## config.mk

```make
export PLATFORM = sky130hd
export DESIGN_NAME = plca_txop_claim_ctrl_flat
export DESIGN_NICKNAME = d
export VERILOG_FILES = /design/src/rtl/plca_txop_claim_ctrl_pkg.sv /design/src/rtl/plca_txop_claim_ctrl_if.sv /design/src/rtl/plca_txop_claim_ctrl_table.sv /design/src/rtl/plca_txop_claim_ctrl.sv /design/src/flat_wrapper.sv
export SDC_FILE = /design/constraint.sdc
export NUM_CORES = 1
export LEC_CHECK = 0
export CORE_UTILIZATION = 54
export DETAILED_ROUTE_END_ITERATION = 10
export HOLD_SLACK_MARGIN = 0.1
export MAX_ROUTING_LAYER = met4
export PLACE_DENSITY = 0.79
export SLEW_MARGIN = 20
export SYNTH_ARGS = -nofsm -noshare
export SYNTH_HDL_FRONTEND = slang
export SYNTH_SLANG_ARGS = --single-unit
export TNS_END_PERCENT = 1
```

## constraint.sdc

```tcl
create_clock -name clk -period 3.2 [get_ports clk]
set_input_delay 0.8 -clock clk [delete_from_list [all_inputs] [get_ports clk]]
set_output_delay 0.8 -clock clk [all_outputs]
set_load 0.05 [all_outputs]
```

## src/rtl/plca_txop_claim_ctrl_pkg.sv

```systemverilog
// Shared types and constants for the PLCA TXOP claim sequencer.
// Optional random pick build: define PLCA_RANDOM_PICK_EN.
package plca_claim_pkg;

  typedef enum logic [2:0] {
    IDLE     = 3'd0,
    LEARN    = 3'd1,
    PICK     = 3'd2,
    CLAIM    = 3'd3,
    ASSIGNED = 3'd4,
    FAIL     = 3'd5
  } state_e;

  localparam int COORD_ID = 0;

  localparam int DEF_MAX_TXOP       = 32;
  localparam int DEF_LEARN_CYCLES   = 2;
  localparam int DEF_CONFIRM_CYCLES = 3;
  localparam int DEF_MAX_CLAIM      = 4;

  // Right-shifting Galois form of x^16+x^14+x^13+x^11+1.
  localparam logic [15:0] LFSR_SEED = 16'hACE1;
  localparam logic [15:0] LFSR_TAPS = 16'hB400;

  // Bits needed for a counter that must be able to hold the value n.
  function automatic int cnt_width(input int n);
    return (n < 1) ? 1 : $clog2(n + 1);
  endfunction

  localparam int DEF_IDX_W = $clog2(DEF_MAX_TXOP);
  localparam int DEF_ATT_W = cnt_width(DEF_MAX_CLAIM);

endpackage

```

## src/rtl/plca_txop_claim_ctrl_if.sv

```systemverilog
// Event and configuration bundle between the PLCA control diagram, the MAC-side
// node-ID logic and the claim sequencer.
interface plca_txop_claim_ctrl_if;
  logic       plca_en;
  logic       claim_req;
  logic       cycle_start;
  logic       txop_done;
  logic [7:0] txop_id;
  logic       txop_busy;
  logic       txop_collision;
  logic       claim_active;
  logic [7:0] claim_id;
  logic [7:0] node_id;
  logic       node_id_valid;
  logic       claim_fail;
  logic [3:0] attempt_cnt;

  modport master (
    output plca_en, claim_req, cycle_start, txop_done, txop_id, txop_busy, txop_collision,
    input  claim_active, claim_id, node_id, node_id_valid, claim_fail, attempt_cnt
  );

  modport slave (
    input  plca_en, claim_req, cycle_start, txop_done, txop_id, txop_busy, txop_collision,
    output claim_active, claim_id, node_id, node_id_valid, claim_fail, attempt_cnt
  );
endinterface

```

## src/rtl/plca_txop_claim_ctrl_table.sv

```systemverilog
// TXOP occupancy bitmap with free-index search. The coordinator slot (ID 0) is
// implicitly occupied and not stored. PLCA_RANDOM_PICK_EN selects an LFSR-seeded scan.
module plca_txop_table
  import plca_claim_pkg::*;
#(
  parameter int MAX_TXOP = DEF_MAX_TXOP,
  localparam int IDX_W   = $clog2(MAX_TXOP)
) (
  input  logic             clk,
  input  logic             reset,
  input  logic             clear,
  input  logic             set_en,
  input  logic [7:0]       set_id,
  input  logic             pick_go,
  output logic             pick_done,
  output logic             pick_found,
  output logic [IDX_W-1:0] pick_idx
);

  logic [MAX_TXOP-1:1] tbl_r;

  // Occupancy storage: cleared on LEARN entry, out-of-range IDs never decode.
  always_ff @(posedge clk) begin
    if (reset) begin
      tbl_r <= {(MAX_TXOP-1){1'b0}};
    end else if (clear) begin
      tbl_r <= {(MAX_TXOP-1){1'b0}};
    end else if (set_en) begin
      for (int i = 1; i < MAX_TXOP; i++) begin
        if (set_id == 8'(i)) begin
          tbl_r[i] <= 1'b1;
        end
      end
    end else begin
      tbl_r <= tbl_r;
    end
  end

`ifdef PLCA_RANDOM_PICK_EN
  logic [15:0]      lfsr_r;
  logic             scan_busy_r;
  logic [IDX_W-1:0] scan_ptr_r;
  logic [IDX_W-1:0] scan_cnt_r;
  logic [IDX_W-1:0] start_s;
  logic [IDX_W-1:0] cur_s;
  logic [IDX_W-1:0] next_s;
  logic             found_s;
  logic             last_s;

  // Free-running LFSR, advanced every clock.
  always_ff @(posedge clk) begin
    if (reset) begin
      lfsr_r <= LFSR_SEED;
    end else begin
      lfsr_r <= {1'b0, lfsr_r[15:1]} ^ (lfsr_r[0] ? LFSR_TAPS : 16'h0000);
    end
  end

  // One slot per clock, wrapping past the top and skipping the coordinator.
  always_comb begin
    start_s = IDX_W'(lfsr_r % 16'(MAX_TXOP - 1)) + IDX_W'(1);
    cur_s   = scan_busy_r ? scan_ptr_r : start_s;
    if (cur_s == IDX_W'(MAX_TXOP - 1)) begin
      next_s = IDX_W'(1);
    end else begin
      next_s = cur_s + IDX_W'(1);
    end
    found_s = !tbl_r[cur_s];
    last_s  = (scan_cnt_r == IDX_W'(MAX_TXOP - 2));
  end

  // Scan pointer: restarts whenever the controller is not waiting on a pick.
  always_ff @(posedge clk) begin
    if (reset || !pick_go || pick_done) begin
      scan_busy_r <= 1'b0;
      scan_ptr_r  <= {IDX_W{1'b0}};
      scan_cnt_r  <= {IDX_W{1'b0}};
    end else begin
      scan_busy_r <= 1'b1;
      scan_ptr_r  <= next_s;
      scan_cnt_r  <= scan_cnt_r + IDX_W'(1);
    end
  end

  assign pick_done  = pick_go && (found_s || last_s);
  assign pick_found = found_s;
  assign pick_idx   = cur_s;
`else
  logic [IDX_W-1:0] idx_s;
  logic             found_s;

  // Lowest clear slot above the coordinator; descending scan leaves the lowest.
  always_comb begin
    idx_s   = {IDX_W{1'b0}};
    found_s = 1'b0;
    for (int i = MAX_TXOP - 1; i >= 1; i--) begin
      if (!tbl_r[i]) begin
        idx_s   = IDX_W'(i);
        found_s = 1'b1;
      end else begin
        idx_s   = idx_s;
        found_s = found_s;
      end
    end
  end

  assign pick_done  = pick_go;
  assign pick_found = found_s;
  assign pick_idx   = idx_s;
`endif

endmodule

```

## src/rtl/plca_txop_claim_ctrl.sv

```systemverilog
// PLCA dynamic node-ID claim sequencer: learn occupied TXOPs, pick a free one,
// claim and confirm it, with bounded retries. Random pick via PLCA_RANDOM_PICK_EN.
module plca_txop_claim_ctrl
  import plca_claim_pkg::*;
#(
  parameter int MAX_TXOP       = DEF_MAX_TXOP,
  parameter int LEARN_CYCLES   = DEF_LEARN_CYCLES,
  parameter int CONFIRM_CYCLES = DEF_CONFIRM_CYCLES,
  parameter int MAX_CLAIM      = DEF_MAX_CLAIM
) (
  input  logic                  clk,
  input  logic                  reset,
  plca_txop_claim_ctrl_if.slave bus
);

  localparam int IDX_W = $clog2(MAX_TXOP);
  localparam int CYC_W = cnt_width(LEARN_CYCLES);
  localparam int CNF_W = cnt_width(CONFIRM_CYCLES);
  localparam int ATT_W = cnt_width(MAX_CLAIM);

  state_e           state_r, state_s;
  logic [CYC_W-1:0] cyc_cnt_r, cyc_cnt_s;
  logic [CNF_W-1:0] conf_cnt_r, conf_cnt_s;
  logic [ATT_W-1:0] attempt_cnt_r, attempt_cnt_s;
  logic [ATT_W-1:0] att_inc_s;
  logic             att_lim_s;
  logic [7:0]       claim_id_r, claim_id_s;
  logic [7:0]       node_id_r, node_id_s;
  logic             claim_active_r;
  logic             node_id_valid_r;
  logic             claim_fail_r;
  logic             own_s;
  logic             learn_clr_s;
  logic             set_en_s;
  logic             pick_go_s;
  logic             pick_done_s;
  logic             pick_found_s;
  logic [IDX_W-1:0] pick_idx_s;

  plca_txop_table #(.MAX_TXOP(MAX_TXOP)) u_table (
    .clk        (clk),
    .reset      (reset),
    .clear      (learn_clr_s),
    .set_en     (set_en_s),
    .set_id     (bus.txop_id),
    .pick_go    (pick_go_s),
    .pick_done  (pick_done_s),
    .pick_found (pick_found_s),
    .pick_idx   (pick_idx_s)
  );

  // Next-state, counter and claim bookkeeping.
  always_comb begin
    state_s       = state_r;
    cyc_cnt_s     = cyc_cnt_r;
    conf_cnt_s    = conf_cnt_r;
    attempt_cnt_s = attempt_cnt_r;
    claim_id_s    = claim_id_r;
    node_id_s     = node_id_r;
    own_s         = bus.txop_done && (bus.txop_id == claim_id_r);
    if (attempt_cnt_r < ATT_W'(MAX_CLAIM)) begin
      att_inc_s = attempt_cnt_r + ATT_W'(1);
    end else begin
      att_inc_s = attempt_cnt_r;
    end
    att_lim_s = (att_inc_s == ATT_W'(MAX_CLAIM));

    case (state_r)
      IDLE: begin
        if (bus.claim_req) begin
          state_s = LEARN;
        end else begin
          state_s = IDLE;
        end
      end
      LEARN: begin
        if (bus.cycle_start && (cyc_cnt_r == CYC_W'(LEARN_CYCLES - 1))) begin
          state_s   = PICK;
          cyc_cnt_s = {CYC_W{1'b0}};
        end else if (bus.cycle_start) begin
          cyc_cnt_s = cyc_cnt_r + CYC_W'(1);
        end else begin
          cyc_cnt_s = cyc_cnt_r;
        end
      end
      PICK: begin
        if (pick_done_s && pick_found_s) begin
          claim_id_s = 8'(pick_idx_s);
          state_s    = CLAIM;
        end else if (pick_done_s) begin
          attempt_cnt_s = att_inc_s;
          state_s       = att_lim_s ? FAIL : LEARN;
        end else begin
          state_s = PICK;
        end
      end
      CLAIM: begin
        if (own_s && bus.txop_collision) begin
          conf_cnt_s    = {CNF_W{1'b0}};
          attempt_cnt_s = att_inc_s;
          state_s       = att_lim_s ? FAIL : LEARN;
        end else if (own_s && (conf_cnt_r == CNF_W'(CONFIRM_CYCLES - 1))) begin
          conf_cnt_s = {CNF_W{1'b0}};
          node_id_s  = claim_id_r;
          state_s    = ASSIGNED;
        end else if (own_s) begin
          conf_cnt_s = conf_cnt_r + CNF_W'(1);
        end else begin
          conf_cnt_s = conf_cnt_r;
        end
      end
      ASSIGNED: begin
        if (own_s && bus.txop_collision) begin
          attempt_cnt_s = {ATT_W{1'b0}};
          state_s       = LEARN;
        end else if (!bus.claim_req) begin
          state_s = IDLE;
        end else begin
          state_s = ASSIGNED;
        end
      end
      FAIL: begin
        if (!bus.claim_req) begin
          attempt_cnt_s = {ATT_W{1'b0}};
          state_s       = IDLE;
        end else begin
          state_s = FAIL;
        end
      end
      default: begin
        state_s = IDLE;
      end
    endcase

    // Losing PLCA abandons everything except the last confirmed node ID.
    if (!bus.plca_en) begin
      state_s       = IDLE;
      cyc_cnt_s     = {CYC_W{1'b0}};
      conf_cnt_s    = {CNF_W{1'b0}};
      attempt_cnt_s = {ATT_W{1'b0}};
    end else begin
      state_s = state_s;
    end

    learn_clr_s = (state_s == LEARN) && (state_r != LEARN);
    if (learn_clr_s) begin
      cyc_cnt_s = {CYC_W{1'b0}};
    end else begin
      cyc_cnt_s = cyc_cnt_s;
    end
    set_en_s  = (state_r == LEARN) && bus.txop_done && bus.txop_busy;
    pick_go_s = (state_r == PICK);
  end

  // State, counters and registered outputs.
  always_ff @(posedge clk) begin
    if (reset) begin
      state_r         <= IDLE;
      cyc_cnt_r       <= {CYC_W{1'b0}};
      conf_cnt_r      <= {CNF_W{1'b0}};
      attempt_cnt_r   <= {ATT_W{1'b0}};
      claim_id_r      <= 8'h00;
      node_id_r       <= 8'h00;
      claim_active_r  <= 1'b0;
      node_id_valid_r <= 1'b0;
      claim_fail_r    <= 1'b0;
    end else begin
      state_r         <= state_s;
      cyc_cnt_r       <= cyc_cnt_s;
      conf_cnt_r      <= conf_cnt_s;
      attempt_cnt_r   <= attempt_cnt_s;
      claim_id_r      <= claim_id_s;
      node_id_r       <= node_id_s;
      claim_active_r  <= (state_s == CLAIM);
      node_id_valid_r <= (state_s == ASSIGNED);
      claim_fail_r    <= (state_s == FAIL);
    end
  end

  assign bus.claim_active  = claim_active_r;
  assign bus.claim_id      = claim_id_r;
  assign bus.node_id       = node_id_r;
  assign bus.node_id_valid = node_id_valid_r;
  assign bus.claim_fail    = claim_fail_r;
  assign bus.attempt_cnt   = 4'(attempt_cnt_r);

endmodule

```

## src/flat_wrapper.sv

```systemverilog
// flat-port wrapper written by rule: the top's interface ports become plain ports
module plca_txop_claim_ctrl_flat import plca_claim_pkg::*;
#(
  parameter int MAX_TXOP       = DEF_MAX_TXOP,
  parameter int LEARN_CYCLES   = DEF_LEARN_CYCLES,
  parameter int CONFIRM_CYCLES = DEF_CONFIRM_CYCLES,
  parameter int MAX_CLAIM      = DEF_MAX_CLAIM
)
  (clk, reset, bus_plca_en, bus_claim_req, bus_cycle_start, bus_txop_done, bus_txop_id, bus_txop_busy, bus_txop_collision, bus_claim_active, bus_claim_id, bus_node_id, bus_node_id_valid, bus_claim_fail, bus_attempt_cnt);
  plca_txop_claim_ctrl_if bus_i ();
  input  logic clk;
  input  logic reset;
  input wire logic [$bits(bus_i.plca_en)-1:0] bus_plca_en;
  input wire logic [$bits(bus_i.claim_req)-1:0] bus_claim_req;
  input wire logic [$bits(bus_i.cycle_start)-1:0] bus_cycle_start;
  input wire logic [$bits(bus_i.txop_done)-1:0] bus_txop_done;
  input wire logic [$bits(bus_i.txop_id)-1:0] bus_txop_id;
  input wire logic [$bits(bus_i.txop_busy)-1:0] bus_txop_busy;
  input wire logic [$bits(bus_i.txop_collision)-1:0] bus_txop_collision;
  output wire logic [$bits(bus_i.claim_active)-1:0] bus_claim_active;
  output wire logic [$bits(bus_i.claim_id)-1:0] bus_claim_id;
  output wire logic [$bits(bus_i.node_id)-1:0] bus_node_id;
  output wire logic [$bits(bus_i.node_id_valid)-1:0] bus_node_id_valid;
  output wire logic [$bits(bus_i.claim_fail)-1:0] bus_claim_fail;
  output wire logic [$bits(bus_i.attempt_cnt)-1:0] bus_attempt_cnt;
  assign bus_i.plca_en = bus_plca_en;
  assign bus_i.claim_req = bus_claim_req;
  assign bus_i.cycle_start = bus_cycle_start;
  assign bus_i.txop_done = bus_txop_done;
  assign bus_i.txop_id = bus_txop_id;
  assign bus_i.txop_busy = bus_txop_busy;
  assign bus_i.txop_collision = bus_txop_collision;
  assign bus_claim_active = bus_i.claim_active;
  assign bus_claim_id = bus_i.claim_id;
  assign bus_node_id = bus_i.node_id;
  assign bus_node_id_valid = bus_i.node_id_valid;
  assign bus_claim_fail = bus_i.claim_fail;
  assign bus_attempt_cnt = bus_i.attempt_cnt;
  plca_txop_claim_ctrl #(.MAX_TXOP(MAX_TXOP), .LEARN_CYCLES(LEARN_CYCLES), .CONFIRM_CYCLES(CONFIRM_CYCLES), .MAX_CLAIM(MAX_CLAIM)) u_core (.clk(clk), .reset(reset), .bus(bus_i));
endmodule
```

# Yosys cells after proc, flatten, opt, wreduce, memory -nomap -nowiden

Index checks and enable logic that the tools add are counted.

Output and inout bits: 23
Input bits: 16
Logic and storage cells: 230
Register bits after elaboration: 54

$lt $le $gt $ge: 1
Reduce and logical (&&, ||, !) cells: 51
Add/subtract/negate cells: 3
Eq/ne operators: 49
Muxes and demuxes: 84
Bitwise logic cells: 2

Operators by type and width:

| kind                                                                    | number |
|---|---|
| 5-bit 2-to-1 mux                                                        | 31 |
| 8-bit by 5-bit == test with 1-bit output, second input constant         | 16 |
| 2-bit AND reduction                                                     | 34 |
| 8-bit by 4-bit == test with 1-bit output, second input constant         | 8 |
| 3-bit 2-to-1 mux                                                        | 14 |
| 8-bit by 3-bit == test with 1-bit output, second input constant         | 4 |
| 1-bit 2-to-1 mux                                                        | 32 |
| 3-bit one-hot mux with 6 select lines                                   | 1 |
| 8-bit by 2-bit == test with 1-bit output, second input constant         | 2 |
| 3-bit == test, second input constant                                    | 5 |
| 3-bit one-hot mux with 4 select lines                                   | 1 |
| 2-bit 2-to-1 mux                                                        | 5 |
| 3-bit by 2-bit == test with 1-bit output, second input constant         | 3 |
| 8-bit by 1-bit == test with 1-bit output, second input constant         | 1 |
| 8-bit by 5-bit == test with 1-bit output                                | 1 |
| 1-bit logical AND                                                       | 8 |
| 3-bit by 1-bit == test with 1-bit output, second input constant         | 2 |
| 5-bit AND reduction                                                     | 1 |
| 2-bit by 1-bit adder with 2-bit output, second input constant           | 2 |
| 2-bit by 1-bit inequality test with 1-bit output, second input constant | 2 |
| 2-bit inequality test, second input constant                            | 2 |
| 4-bit nonzero test                                                      | 1 |
| 2-bit OR reduction                                                      | 2 |
| 3-bit by 1-bit adder with 3-bit output, second input constant           | 1 |
| 10 further kinds                                                        | 11 |

# Depth between registers and ports, before layout

Depth after elaboration: 38
Depth in mapped cells: 8
Depth with buffers taken out: 7

# By module

From an unflattened synthesis, not the netlist that was laid out.

Cell total of the unflattened synthesis: 333
Area total of the unflattened synthesis: 2805.2 sq um

By module, submodules not included:

| module               | cells an instance | area an instance (sq um) | instances | sequential area each (sq um) |
|---|---|---|---|---|
| plca_txop_table      | 179               | 1496.4                   | 1         | 620.6 |
| plca_txop_claim_ctrl | 154               | 1308.8                   | 1         | 460.4 |

# Least setup slack after synthesis

Ideal clock, no wire load.

Path type: input to register
Start: input port bus_txop_id[5]
End: register u_core.attempt_cnt_r[0]
Cell stages on the path: 7
Path slack: 0.593 ns
Required time: 3.079 ns
Path buffers: 1
Library setup time: 0.121 ns
Arrival: 2.486 ns
Cell sequence: nor4b_4 nand4_2 or3_1 buf_6 o21ai_0 and2b_1 mux2_2

Longest elaborated chain between the ends: 5
Elaborated cells on any way between the ends: 6
Classes of those cells: 3 x eq/ne; 3 x reduce/logical

Ends and longest elaborated chain:

| what                                                       | line                                                    | source |
|---|---|---|
| from (decl)                                                | flat_wrapper.sv:17                                      | `input wire logic [$bits(bus_i.txop_id)-1:0] bus_txop_id;` |
| 8-bit by 5-bit == test with 1-bit output *                 | plca_txop_claim_ctrl.sv:60                              | `own_s = bus.txop_done && (bus.txop_id == claim_id_r);` |
| 1-bit logical AND *                                        | plca_txop_claim_ctrl.sv:60                              |  |
| 1-bit logical AND *                                        | plca_txop_claim_ctrl.sv:98, plca_txop_claim_ctrl.sv:113 |  |
| 2-bit by 1-bit inequality test with 1-bit output (no line) | n/a                                                     |  |
| 5-bit AND reduction (no line) *                            | n/a                                                     |  |
| to (signal assigned)                                       | plca_txop_claim_ctrl.sv:161                             | `attempt_cnt_r <= {ATT_W{1'b0}};` |
| to (signal assigned)                                       | plca_txop_claim_ctrl.sv:171                             | `attempt_cnt_r <= attempt_cnt_s;` |
| to (decl)                                                  | plca_txop_claim_ctrl.sv:24                              | `logic [ATT_W-1:0] attempt_cnt_r, attempt_cnt_s;` |

Every way passes the cells marked *; elsewhere a longest branch is shown, timed or not.
A chain may end at the register's enable or synchronous reset.

# Worst setup path after layout

Same ends and word-level chain as after synthesis.

==> results.sh <==
export IMPL_outcome="completed"
export IMPL_cts_resized_gates=0
export IMPL_p_total_mw=1.27
export IMPL_finalInstanceArea_um2=3220
export IMPL_dpl_cell_count=423
export IMPL_post_route_period_util_pct=90.4
export IMPL_ctsHoldBuffers=0
export IMPL_num_io_pins=39
export IMPL_yosysSeqAreaShare_pct=40.1
export IMPL_min_delay_start="u_core.conf_cnt_r[1]$_SDFFE_PP0P_"
export IMPL_grt_pass1_vias=2337
export IMPL_dr_pass1_iters=5
export IMPL_setup_tns_ns=0
export IMPL_crit_required_ns=3.41
export IMPL_core_um2=4750
export IMPL_internal_power_uw=968
export IMPL_post_route_util_pct=67.7
export IMPL_setup_violations=0
export IMPL_diodes=0
export IMPL_min_path_cells=2
export IMPL_ff2ff_path_depth=7
export IMPL_finalCriticalPeriod_ns=2.89
export IMPL_ys_flop_type="dfxtp_1"
export IMPL_worst_slew_pin_slew_ns=0.715
export IMPL_hold_end="u_core.conf_cnt_r[1]$_SDFFE_PP0P_"
export IMPL_grt_use_total_pct=27.2
export IMPL_hold_ws_ns=0.469
export IMPL_avgSynthCellArea_um2=8.35
export IMPL_relSlewSlack_pct=52.3
export IMPL_reg2reg_slack_ns=0.85
export IMPL_p_per_area_nw_per_um2=395
export IMPL_arrival_ns=3.10
export IMPL_grt_overflow_total=0
export IMPL_drc_errors=0
export IMPL_cts_root_buf="clkbuf_8"
export IMPL_maxCapViolCount=0
export IMPL_clockBufferDepth=2
export IMPL_htreeDepth=2
export IMPL_initial_utilization_pct=56.7
export IMPL_clk_latency_ns=0.31
export IMPL_die_y_um=72.7
export IMPL_grt_max_degree=32
export IMPL_start_kind="input pin"
export IMPL_seqPwrFrac_pct=53.0
export IMPL_cts_buffers=5
export IMPL_final_nets=381
export IMPL_synth_cell_types=58
export IMPL_final_cells=431
export IMPL_netlist_area_um2=2700
export IMPL_synth_edff_count=0
export IMPL_antenna_found_initial=0
export IMPL_ys_warn_count=0
export IMPL_io_buffer_count=31
export IMPL_end_kind="flop"
export IMPL_postCtsSetupBuffers=0
export IMPL_ir_worst_vdd_uv=277
export IMPL_cts_tree="done"
export IMPL_place_area_um2=3100
export IMPL_routed_wl_mm=6.49
export IMPL_async_flop_share_pct=0
export IMPL_postRouteAntennaNets=0
export IMPL_grt_pass1_wl_mm=10.8
export IMPL_vias=2481
export IMPL_drv_slew=0
export IMPL_fp_dieArea_um2=5280
export IMPL_regToRegStartpoint="u_core.u_table.tbl_r[8]$_SDFFE_PP0P_"
export IMPL_drive_gt1_share_pct=10.4
export IMPL_die_x_um=72.7
export IMPL_rsz0062_at_grt="false"
export IMPL_drt_iter0_drc=159
export IMPL_synth_cells=323
export IMPL_place_gp_congestion=0.964
export IMPL_cts_sinks=54
export IMPL_clock_power_share_pct=38.7
export IMPL_finalHoldViolations=0
export IMPL_swShare_pct=23.8
export IMPL_p_leak_nw=1.14
export IMPL_rows=25
export IMPL_syn_to_final_growth_pct=19.3
export IMPL_ys_ff_latch=54
export IMPL_via_per_inst=5.76
export IMPL_wl_per_cell_um=15.0
export IMPL_comb_power_share_pct=8.2
export IMPL_power_switching_uw=303
export IMPL_hpwl_mm=4.72
export IMPL_reg2reg_to="u_core.u_table.tbl_r[13]$_SDFFE_PP0P_"
export IMPL_crit_fanout=4
export IMPL_cts_clk_slew_worst_paths_ns=0.09
export IMPL_setup_slack_ns=0.307
export IMPL_dp_slack_ns=0.00724
export IMPL_fmax_mhz=346
export IMPL_min_path_type="reg2reg"
export IMPL_worstSetupPathType="in2reg"
export IMPL_fin_skew_ns=0.00753
-- synth_stat cells (2+ instances only) --
cell type	instances	share of area, %
xnor2_1	3	0.97
inv_1	13	1.8
nand2b_1	8	1.9
dfxtp_1	54	40
a21o_1	2	0.56
xor2_1	3	0.97
nand4_1	11	2.6
or3_2	2	0.56
nor2_1	56	7.8
o21ai_0	10	1.9
nor2b_1	5	1.2
ha_1	2	0.93
o21bai_1	2	0.56
nand2_1	21	2.9
nor4b_4	2	1.8
mux2i_1	6	2.2
and3_1	2	0.46
nand3b_1	4	1.1
a21oi_1	43	8.0
buf_4	7	1.9
nor3_1	8	1.5
buf_6	4	1.7
buf_1	3	0.42
nand4_2	2	0.93
nand3_1	9	1.7
a31oi_1	8	1.9
or2_2	2	0.46
-- cells in the final DEF (no fill, tap or decap), types with 2 or more instances in the layout --
master / netlist / routed
nor2_1: 56 / 56
dfxtp_1: 54 / 54
a21oi_1: 43 / 43
clkdlybuf4s50_1: 0 / 31
nand2_1: 21 / 21
inv_1: 13 / 13
nand4_1: 11 / 11
o21ai_0: 10 / 10
buf_4: 7 / 10
nand3_1: 9 / 9
nand2b_1: 8 / 8
a31oi_1: 8 / 8
nor3_1: 8 / 8
conb_1: 1 / 7
mux2i_1: 6 / 6
clkbuf_8: 0 / 6
nor2b_1: 5 / 5
nand3b_1: 4 / 4
xnor2_1: 3 / 3
xor2_1: 3 / 3
nor4b_4: 2 / 2
and3_1: 2 / 2
nand4_2: 2 / 2
or2_2: 2 / 2
or3_2: 2 / 2
a21o_1: 2 / 2
o21bai_1: 2 / 2
ha_1: 2 / 2
-- worst max path at each step --
stage	startpoint	end	slack [ns]	cells after the start
floorplan	bus_txop_id[5]	u_core.attempt_cnt_r[0]$_SDFFE_PP0P_	0.59	7
global placement	bus_txop_id[5]	u_core.attempt_cnt_r[0]$_SDFFE_PP0P_	0.05	7
detailed placement	bus_txop_id[5]	u_core.attempt_cnt_r[0]$_SDFFE_PP0P_	0.007	7
CTS	bus_txop_id[5]	u_core.u_table.tbl_r[29]$_SDFFE_PP0P_	0.31	8
global route	bus_txop_id[5]	u_core.attempt_cnt_r[0]$_SDFFE_PP0P_	0.20	7
finish	bus_txop_id[5]	u_core.attempt_cnt_r[0]$_SDFFE_PP0P_	0.31	7
-- final cells by class --
type	count	area, um2
Multi-Input combinational cell	247	1480
Fill cell	421	1540
Inverter	13	48.8
Tap cell	67	83.8
Clock inverter	2	38.8
Sequential cell	54	1080
Clock buffer	6	82.6
Timing Repair Buffer	42	405
-- flip-flops by register name (all words and copies together), names as in the netlist --
signal / flops
u_core.state_r: 3
u_core.cyc_cnt_r: 2
u_core.bus.claim_fail: 1
u_core.bus.node_id: 5
u_core.attempt_cnt_r: 3
u_core.bus.node_id_valid: 1
u_core.bus.claim_active: 1
u_core.u_table.tbl_r: 31
u_core.bus.claim_id: 5
u_core.conf_cnt_r: 2
-- power groups by stage --
| stage | Sequential, mW | Clock, mW | Combinational (mW) |
|---|---|---|---|
| 2_1_floorplan | 0.689 | 0 | 0.0699 |
| 3_3_place_gp | 0.689 | 0 | 0.102 |
| 3_5_place_dp | 0.689 | 0 | 0.103 |
| 4_1_cts | 0.674 | 0.495 | 0.104 |
| 5_1_grt | 0.674 | 0.526 | 0.111 |
| 6_report | 0.674 | 0.492 | 0.105 |
-- routing by layer --
layer / share of wire (%) / track usage, % / up-vias / wire length [um]
li1: - / - / 1211 / -
met3: 5.5 / 5.39 / 16 / 358
met4: 2.3 / 12.4 / 0 / 146
met1: 42 / 32.2 / 1173 / 2730
met5: 0 / - / - / 0
met2: 50 / 44.8 / 81 / 3250
-- kinds of logic after synthesis --
| logic type | after synthesis | synth area share [%] |
|---|---|---|
| AO/OA/AOI/OAI | 78 | 17.7 |
| XOR/XNOR | 6 | 1.95 |
| adder cells (fa/ha/maj) | 2 | 0.928 |
| buffers and inverters | 28 | 5.99 |
| flip-flops | 54 | 40.1 |
| multiplexers | 7 | 2.65 |
| other | 1 | 0.139 |
| AND/OR/NAND/NOR | 147 | 30.6 |
-- critical path, cell delays in order --
cell and delay, ns:
clkdlybuf4s50_1 0.44, nor4b_4 0.36, nand4_2 0.21, or3_1 0.50, o21ai_0 0.27, and2b_1 0.19, mux2_2 0.33
Note: power is estimated with default switching activity, not from simulation.
